[src/rtl/synth_pkg.sv]
// Shared definitions for the polyphonic voice engine:
// register map, control bit positions, wave encoding, sweep FSM states.
package synth_pkg;

  localparam logic [3:0] A_FREQ0 = 4'd0;
  localparam logic [3:0] A_FREQ1 = 4'd1;
  localparam logic [3:0] A_FREQ2 = 4'd2;
  localparam logic [3:0] A_FREQ3 = 4'd3;
  localparam logic [3:0] A_DUTY  = 4'd4;
  localparam logic [3:0] A_CTRL  = 4'd5;
  localparam logic [3:0] A_ATK   = 4'd6;
  localparam logic [3:0] A_REL   = 4'd7;
  localparam logic [3:0] A_VOL   = 4'd8;
  localparam logic [3:0] A_CLR   = 4'd9;

  localparam int C_EN      = 0;
  localparam int C_WAVE_LO = 1;
  localparam int C_WAVE_HI = 2;
  localparam int C_GATE    = 3;

  typedef enum logic [1:0] {
    W_SQUARE = 2'b00,
    W_SAW    = 2'b01,
    W_TRI    = 2'b10,
    W_OFF    = 2'b11
  } wave_e;

  typedef enum logic [1:0] {
    S_IDLE,
    S_RUN,
    S_DONE
  } state_e;

endpackage

[src/rtl/wave_shaper.sv]
// Combinational waveform generator: top phase byte, duty and
// wave select in, 8-bit unsigned wave sample out.
module wave_shaper
  import synth_pkg::*;
(
  input  logic [7:0] p,
  input  logic [7:0] duty,
  input  wave_e      sel,
  output logic [7:0] wave
);

  logic [7:0] ramp;

  assign ramp = {p[6:0], 1'b0};

  always_comb begin
    wave = 8'd0;
    unique case (sel)
      W_SQUARE: wave = (p < duty) ? 8'hff : 8'h00;
      W_SAW:    wave = p;
      W_TRI:    wave = p[7] ? ~ramp : ramp;
      default:  wave = 8'd0;
    endcase
  end

endmodule

[src/rtl/poly_voice_engine.sv]
// Time-multiplexed polyphonic oscillator: one voice per cycle,
// summed and volume-scaled into one sample per sample_tick.
module poly_voice_engine
  import synth_pkg::*;
#(
  parameter  int VOICES  = 4,
  parameter  int PHASE_W = 24,
  localparam int VI_W    = (VOICES > 1) ? $clog2(VOICES) : 1,
  localparam int MIX_W   = 8 + $clog2(VOICES)
) (
  input  logic              clk,
  input  logic              rst,
  input  logic              cfg_we,
  input  logic [VI_W-1:0]   cfg_voice,
  input  logic [3:0]        cfg_addr,
  input  logic [7:0]        cfg_wdata,
  input  logic [VOICES-1:0] gate,
  input  logic              sample_tick,
  output logic [MIX_W-1:0]  mix_out,
  output logic              mix_valid,
  output logic [VOICES-1:0] voice_active,
  output logic              overrun
);

  localparam int NB = PHASE_W / 8;

  logic [PHASE_W-1:0] freq_q  [VOICES];
  logic [PHASE_W-1:0] phase_q [VOICES];
  logic [7:0]         duty_q  [VOICES];
  logic [3:0]         ctrl_q  [VOICES];
  logic [7:0]         atk_q   [VOICES];
  logic [7:0]         rel_q   [VOICES];
  logic [7:0]         env_q   [VOICES];
  logic [7:0]         vol_q;

  state_e             state_q, state_d;
  logic [VI_W-1:0]    v_q;
  logic [MIX_W-1:0]   acc_q;

  logic               cfg_hit;
  logic               g_v, en_v, last;
  logic [7:0]         p_v, wave_raw, wave_v;
  logic [7:0]         env_old, env_nxt;
  logic [8:0]         env_sum;
  logic [15:0]        prod;
  logic [MIX_W-1:0]   acc_nxt;
  logic [MIX_W+7:0]   scaled;

  assign cfg_hit = cfg_we && (cfg_voice <= VI_W'(VOICES - 1));

  always_ff @(posedge clk) begin
    if (rst) begin
      vol_q <= 8'd0;
      for (int i = 0; i < VOICES; i++) begin
        freq_q[i] <= '0;
        duty_q[i] <= 8'd0;
        ctrl_q[i] <= 4'd0;
        atk_q[i]  <= 8'd0;
        rel_q[i]  <= 8'd0;
      end
    end else if (cfg_we) begin
      for (int b = 0; b < NB; b++)
        if (cfg_hit && cfg_addr == 4'(b))
          freq_q[cfg_voice][b*8 +: 8] <= cfg_wdata;
      if (cfg_hit && cfg_addr == A_DUTY)
        duty_q[cfg_voice] <= cfg_wdata;
      if (cfg_hit && cfg_addr == A_CTRL)
        ctrl_q[cfg_voice] <= cfg_wdata[3:0];
      if (cfg_hit && cfg_addr == A_ATK)
        atk_q[cfg_voice] <= cfg_wdata;
      if (cfg_hit && cfg_addr == A_REL)
        rel_q[cfg_voice] <= cfg_wdata;
      if (cfg_addr == A_VOL)
        vol_q <= cfg_wdata;
    end
  end

  assign g_v     = gate[v_q] | ctrl_q[v_q][C_GATE];
  assign en_v    = ctrl_q[v_q][C_EN];
  assign p_v     = phase_q[v_q][PHASE_W-1 -: 8];
  assign env_old = env_q[v_q];
  assign last    = (v_q == VI_W'(VOICES - 1));

  wave_shaper u_shaper (
    .p    (p_v),
    .duty (duty_q[v_q]),
    .sel  (wave_e'(ctrl_q[v_q][C_WAVE_HI:C_WAVE_LO])),
    .wave (wave_raw)
  );

  assign wave_v  = en_v ? wave_raw : 8'd0;
  assign env_sum = {1'b0, env_old} + {1'b0, atk_q[v_q]};

  // Rate 0 means an instantaneous jump in either direction.
  always_comb begin
    env_nxt = env_old;
    if (g_v) begin
      if (atk_q[v_q] == 8'd0 || env_sum[8])
        env_nxt = 8'hff;
      else
        env_nxt = env_sum[7:0];
    end else begin
      if (rel_q[v_q] == 8'd0 || env_old <= rel_q[v_q])
        env_nxt = 8'd0;
      else
        env_nxt = env_old - rel_q[v_q];
    end
  end

  assign prod    = wave_v * env_old;
  assign acc_nxt = acc_q + MIX_W'(prod[15:8]);
  assign scaled  = acc_nxt * vol_q;

  always_comb begin
    state_d = state_q;
    unique case (state_q)
      S_IDLE:  if (sample_tick) state_d = S_RUN;
      S_RUN:   if (last) state_d = S_DONE;
      S_DONE:  state_d = S_IDLE;
      default: state_d = S_IDLE;
    endcase
  end

  always_ff @(posedge clk) begin
    if (rst) state_q <= S_IDLE;
    else     state_q <= state_d;
  end

  // The final sum is scaled on the last voice so mix_out is live in DONE.
  always_ff @(posedge clk) begin
    if (rst) begin
      v_q          <= '0;
      acc_q        <= '0;
      mix_out      <= '0;
      mix_valid    <= 1'b0;
      voice_active <= '0;
      for (int i = 0; i < VOICES; i++) begin
        phase_q[i] <= '0;
        env_q[i]   <= 8'd0;
      end
    end else begin
      mix_valid <= 1'b0;
      if (state_q == S_IDLE && sample_tick) begin
        acc_q <= '0;
        v_q   <= '0;
      end else if (state_q == S_RUN) begin
        acc_q             <= acc_nxt;
        env_q[v_q]        <= env_nxt;
        voice_active[v_q] <= g_v | (env_nxt != 8'd0);
        if (en_v)
          phase_q[v_q] <= phase_q[v_q] + freq_q[v_q];
        v_q <= last ? '0 : v_q + 1'b1;
        if (last) begin
          mix_out   <= scaled[MIX_W+7:8];
          mix_valid <= 1'b1;
        end
      end
    end
  end

  always_ff @(posedge clk) begin
    if (rst)
      overrun <= 1'b0;
    else if (sample_tick && state_q != S_IDLE)
      overrun <= 1'b1;
    else if (cfg_we && cfg_addr == A_CLR)
      overrun <= 1'b0;
  end

endmodule

[config.mk]
export PLATFORM = sky130hd
export DESIGN_NAME = poly_voice_engine
export DESIGN_NICKNAME = d
export VERILOG_FILES = /design/src/rtl/synth_pkg.sv /design/src/rtl/wave_shaper.sv /design/src/rtl/poly_voice_engine.sv
export SDC_FILE = /design/constraint.sdc
export NUM_CORES = 1
export LEC_CHECK = 0
export ABC_AREA = 1
export BUFFER_PORTS_ARGS = -buffer_cell sky130_fd_sc_hd__buf_2
export CORE_AREA = 5 5 295 297
export DETAILED_ROUTE_END_ITERATION = 10
export DIE_AREA = 0 0 300 302
export HOLD_SLACK_MARGIN = 0.06
export PLACE_DENSITY = 0.42
export SLEW_MARGIN = 0
export SYNTH_ARGS = -nofsm -noshare
export SYNTH_HDL_FRONTEND = slang
export SYNTH_SLANG_ARGS = --single-unit
[constraint.sdc]
create_clock -name clk -period 21.4 [get_ports clk]
set_input_delay 4.28 -clock clk [delete_from_list [all_inputs] [get_ports clk]]
set_output_delay 4.28 -clock clk [all_outputs]
set_load 0.1 [all_outputs]
==> flow_summary.yaml, run 1 <==
drt:
  drt-total-wl_um: 70260
  wl_per_cell_um: 18.82
  vias: 17800
  vias_per_cell: 4.769
  drc: 0
  ant_nets: 0
  first_pass_iters: 5
  drt_iter0_drc: 1223
timing:
  fin_setup_tns_ns: 0
  min_period_over_period_pct: 61.38
  worst_slew_margin_rel_pct: 9.092
  period_minus_slack_ns: 13.13
  hold_viol: 0
  max_freq_ghz: 0.07614
  rsz0062_at_grt: "no"
  worstMarginPinSlew_ns: 1.349
  fin_skew_ns: 0.04041
  final-setup-viol-count: 0
  slew_viol_final: 0
global_route:
  grt-ovfl-total: 0
  antenna_found_initial: 1
  grt_pass1_vias: 18310
  grt_usage_pct: 15.58
  grt_pass1_wl_um: 109800
  grt_max_degree: 78
setup_path:
  critical_path.slowest_cell: "o22ai_1"
  cp_top_family: "adder cells"
  cp_data_arrival_time_ns: 13.61
  required_ns: 21.88
  crit_top_cell: "fa_1"
  cpPeakStageDelay_ns: 0.76
  worst_setup_path_end_kind: "register"
  crit_fanout: 61
  crit_buf_inv: 11
  cp-start-kind: "register"
  critical_path_class: "register to register"
synthesis:
  synth-async-reset-ratio_pct: 0
  syn_inst: 2598
  synth_seq_cells: 376
  synth_edf_count: 336
  synth_area_um2: 23280
  synth-seq-area-share_pct: 46.77
  yosys_warnings: 0
  synthFlopType: "edfxtp_1"
  yosysUniqueCellTypes: 61
  syn_avg_cell_area_um2: 8.962
  syn-num-nets: 2832
cells_and_area:
  diodes: 0
  seq_area_um2: 10900
  syn_to_final_growth_pct: 11.78
  fill_cells: 8936
  drive_gt1_share_pct: 7.643
  nNetsFinal: 2844
  multiInputGateArea_um2: 10660
  final_util_pct: 30.86
clock_tree:
  cts_tree: "done"
  cts_hold_buf: 0
  numCtsBuffers: 45
  clock_sinks: 376
  clock_latency_ns: 0.61
  path_clk_slew_ns: 0.06
  htree_levels: 2
  cts_resized: 0
  cts_setup_buffers: 0
  clock_path_buffers: 3
  root_buffer: "clkbuf_16"
worst_hold_path:
  hold_path.class: "register to register"
floorplanning:
  die_y_um: 302
  start_util_pct: 27.61
  ioPinCount: 38
  die_area_um2: 90600
  coreArea_um2: 84340
  die_w_um: 300
  num_rows: 107
pwr:
  finalPower_uw: 2047
  power_frac_comb_pct: 20.5
  seqPwrFrac_pct: 41.5
  vdd_drop_max_mv: 0.06031
  switching_share_pct: 31.17
  power.density_nw_per_um2: 78.63
  p_clk_share_pct: 37.9
  p_sw_uw: 637.9
  cell_internal_pwr_uw: 1409
  p_leak_uw: 0.01092
place:
  place.gp.congestion: 0.8318
  io_buffers: 37
  dpl.hpwl_um: 49090
status:
  status: "completed"
job:
  maxCapViolations: 0
==> logic make-up (layout without fill, tap and decap cells) <==
kind of cell / count (synthesis) / in the layout / synth area share [%]
xor+xnor: 33 / 33 / 1.241
simple gates: 1113 / 1113 / 19.38
compound gates: 433 / 433 / 10.94
buf+inv: 431 / 476 / 7.502
fa+ha+maj: 212 / 212 / 14.17
flops: 376 / 376 / 46.77
==> metrics by stage <==
| stage | cell area, um^2 | setup WS [ns] | hold WS, ns | std cells |
|---|---|---|---|---|
| finish | 26030 | 8.266 | 0.4681 | 3733 |
| global route | 26030 | 7.327 | 0.4978 | 3733 |
| CTS | 26030 | 8.185 | 0.4719 | 3733 |
| detailed placement | 24560 | 8.252 | 0.4644 | 3653 |
| global placement | 24560 | 8.440 | 0.4662 | 3653 |
| floorplan | 23280 | 10.61 | 0.4453 | 2598 |
==> Yosys cell counts (4+ instances only) <==
cell type | count | share of area [%]
nor2_1 | 606 | 9.8
nand2_1 | 365 | 5.9
edfxtp_1 | 336 | 43
inv_1 | 317 | 5.1
o21ai_0 | 170 | 3.7
ha_1 | 126 | 6.8
a21oi_1 | 119 | 2.6
fa_1 | 86 | 7.4
nand3_1 | 61 | 1.3
clkbuf_1 | 56 | 0.90
o22ai_1 | 43 | 1.2
dfxtp_1 | 40 | 3.4
buf_2 | 25 | 0.54
o21ai_1 | 24 | 0.52
xor2_1 | 24 | 0.90
or2_2 | 16 | 0.43
nand4_1 | 12 | 0.32
nor3_1 | 11 | 0.24
nand2_2 | 10 | 0.27
buf_6 | 9 | 0.44
o211ai_1 | 9 | 0.29
xnor2_1 | 9 | 0.34
inv_2 | 8 | 0.13
o21bai_1 | 8 | 0.26
a32o_1 | 7 | 0.30
buf_4 | 7 | 0.23
o22a_1 | 7 | 0.26
a31oi_1 | 6 | 0.16
nor4_1 | 6 | 0.16
o21a_1 | 5 | 0.16
or2_1 | 5 | 0.13
a21o_1 | 4 | 0.13
a32oi_1 | 4 | 0.15
a32oi_2 | 4 | 0.28
buf_1 | 4 | 0.064
nand3_2 | 4 | 0.17
nor2_2 | 4 | 0.11
==> layout by cell type (no fill, tap or decap), drive strengths merged, types with 57 or more instances in the layout <==
| master | n |
|---|---|
| o21ai | 197 |
| nand3 | 65 |
| inv | 328 |
| nor2 | 613 |
| a21oi | 121 |
| nand2 | 377 |
| edfxtp | 336 |
| clkbuf | 57 |
| fa | 86 |
| ha | 126 |
| buf | 66 |
==> worst register-to-register path, delay by kind of cell (launching register included) <==
family | cells | cell delay, ns
simple gates | 14 | 1.43
flops | 1 | 0.31
buf+inv | 11 | 2.01
xor+xnor | 3 | 0.90
fa+ha+maj | 13 | 5.59
compound gates | 11 | 2.80
==> state kept, by name, indices dropped and copies added (netlist names), 2 cells and up, named ones only <==
name          flops
freq_q           96
phase_q          96
atk_q            32
duty_q           32
env_q            32
rel_q            32
ctrl_q           16
acc_q            10
mix_out          10
vol_q             8
voice_active      4
state_q           2
v_q               2
==> per-layer routing <==
metal	GRT usage (%)	up-vias	share of wire (%)
met5	0	-	0
met4	3.716	0	2.3
met3	2.490	95	4.9
met2	25.18	422	45
met1	22.07	8664	48
li1	-	8623	-
==> power by group through the flow <==
stage | Sequential (uW) | Clock (uW) | Combinational [uW]
4_1_cts | 851 | 795 | 425
5_1_grt | 854 | 825 | 476
3_3_place_gp | 866 | 0 | 421
3_5_place_dp | 866 | 0 | 421
2_1_floorplan | 862 | 0 | 291
6_report | 850 | 776 | 420
==> worst paths after layout <==
path	from	to	slack, ns	cells after the start
hold / removal	acc_q[0]$_SDFFE_PP0P_	acc_q[0]$_SDFFE_PP0P_	0.47	2
setup reg to reg	register	mix_out[9]$_SDFFE_PP0P_	8.27	52
setup / recovery	register	mix_out[9]$_SDFFE_PP0P_	8.27	52
hold reg to reg	acc_q[0]$_SDFFE_PP0P_	acc_q[0]$_SDFFE_PP0P_	0.47	2
==> layout make-up <==
type                            instances  share of cell area [%]
Clock inverter                         23                   1.005
Clock buffer                           57                   4.620
Tap cell                             1090                   5.240
Multi-Input combinational cell       1791                   40.95
Inverter                              330                   4.774
Timing Repair Buffer                   66                   1.548
Sequential cell                       376                   41.86
No activity file was read; power rests on OpenSTA's default activity.
==> run 2: changes to the inputs <==
Settings changed: PLACE_DENSITY 0.42 to 0.43.
Clock period 21.4 ns to 10.6 ns, I/O delays scaled along.
==> run 2 against run 1 <==
Cell area up 5.6%. Global-route usage shrank 0.13 points. Utilization increased by 1.7 points. Setup slack lost 7.8 ns. First-iteration DRC count rose by 14%. Power grew 110%. Combinational power increased by 140%. Sequential cell count stayed put. Clock skew shrank 0.0063 ns. Largest cell class is now multi-input gates.
==> flow_summary.yaml, run 2 (synthesis results as in run 1) <==
clock_tree:
  clock_path_buffers: 3
  clock_sinks: 376
  htree_levels: 2
  clock_latency_ns: 0.60
  cts_tree: "done"
  path_clk_slew_ns: 0.06
  root_buffer: "clkbuf_16"
  numCtsBuffers: 44
  cts_hold_buf: 0
cells_and_area:
  final_util_pct: 32.58
  final_common_cell: "nor2_1"
  seq_area_um2: 10900
  diodes: 0
  syn_to_final_growth_pct: 18.00
  fill_cells: 8785
  design_area_um2: 27480
  drive_gt1_share_pct: 14.50
  nNetsFinal: 2958
  reg_top3: "freq_q x96, phase_q x96"
  final_cell_mix: "nor2_1 (589), nand2_1 (353), edfxtp_1 (336)"
  multiInputGateArea_um2: 11110
setup_path:
  cp-start-kind: "register"
  required_ns: 11.10
  worst_setup_path_end_kind: "register"
  critical_path.slowest_cell: "fa_1"
  crit_top_cell: "fa_1"
  critical_path_class: "register to register"
  cpPeakStageDelay_ns: 0.55
  cp_data_arrival_time_ns: 10.61
  crit_fanout: 7
timing:
  fin_skew_ns: 0.03414
  holdWs_ns: 0.4839
  fin_setup_tns_ns: 0
  worstMarginPinSlew_ns: 1.203
  hold_viol: 0
  slew_viol_final: 0
  max_freq_ghz: 0.09890
  worst_slew_margin_rel_pct: 19.48
  period_minus_slack_ns: 10.11
  final-setup-viol-count: 0
  min_period_over_period_pct: 95.39
drt:
  wl_per_cell_um: 18.53
  first_pass_iters: 6
  vias: 18090
  ant_nets: 0
  drt-total-wl_um: 71290
  drt_iter0_drc: 1392
  vias_per_cell: 4.701
  drc: 0
global_route:
  antenna_found_initial: 0
  grt_pass1_wl_um: 108900
  grt_usage_pct: 15.45
  grt-ovfl-total: 0
  grt_max_degree: 61
  grt_pass1_vias: 18430
status:
  status: "completed"
floorplanning:
  die_y_um: 302
  die_w_um: 300
  num_rows: 107
  start_util_pct: 27.61
  coreArea_um2: 84340
  ioPinCount: 38
  die_area_um2: 90600
pwr:
  finalPower_uw: 4250
  vdd_drop_max_mv: 0.1186
  p_leak_uw: 0.01155
  power.density_nw_per_um2: 154.7
place:
  place.gp.congestion: 0.8391
  dpl.hpwl_um: 50490
  io_buffers: 37
  placed_area_um2: 25320
job:
  maxCapViolations: 0
worst_hold_path:
  hold_path.class: "register to register"
run 2: power by group:
group	switching [uW]	leakage, uW	internal (uW)
Combinational	655	0.00723	357
Clock	639	0.000698	885
Sequential	25.9	0.00363	1690
Total	1320	0.0116	2930
run 2: what timing repair did:
action                     4_1_cts  5_1_grt
setup endpoints to repair        6       10
buffers inserted                 0       18
cloned                           0        5
pin swaps                        0       55
gates resized for setup          2      111
run 2: final cells by class:
cell class	count	area share, %
Clock buffer	61	4.463
Clock inverter	19	0.7651
Inverter	330	4.563
Multi-Input combinational cell	1791	40.42
Sequential cell	376	39.66
Tap cell	1090	4.964
Timing Repair Buffer	179	5.096
Timing Repair inverter	2	0.07286
run 2: final timing paths:
check,from,to,slack [ns],depth (start not counted)
max,register,mix_out[7]$_SDFFE_PP0P_,0.49,51
min,acc_q[0]$_SDFFE_PP0P_,acc_q[0]$_SDFFE_PP0P_,0.48,2
max reg2reg,register,mix_out[7]$_SDFFE_PP0P_,0.49,51
min reg2reg,acc_q[0]$_SDFFE_PP0P_,acc_q[0]$_SDFFE_PP0P_,0.48,2
run 2: through the flow:
step	setup WS, ns	std cells
after floorplan	0.003355	2598
after global placement	0.008485	3745
after detailed placement	-0.04138	3745
after CTS	0.002455	3825
after global routing	-0.1143	3848
final	0.4886	3848
run 2: critical path: cells and delay by family, from the launching register on:
family / cells / cell delay [ns]
buffers and inverters: 9 / 0.89
AND/OR/NAND/NOR: 18 / 1.70
flip-flops: 1 / 0.46
adder cells (fa/ha/maj): 12 / 5.11
XOR/XNOR: 2 / 0.39
AO/OA/AOI/OAI: 10 / 1.45
run 2: routing by layer:
layer | routed length, um | GRT usage, % | up-vias | share of wire [%]
met2 | 32710 | 25.66 | 388 | 46
met4 | 1754 | 3.750 | 0 | 2.5
met3 | 3467 | 2.641 | 111 | 4.9
met1 | 33360 | 21.18 | 8753 | 47
met5 | 0 | 0 | - | 0
li1 | - | - | 8838 | -
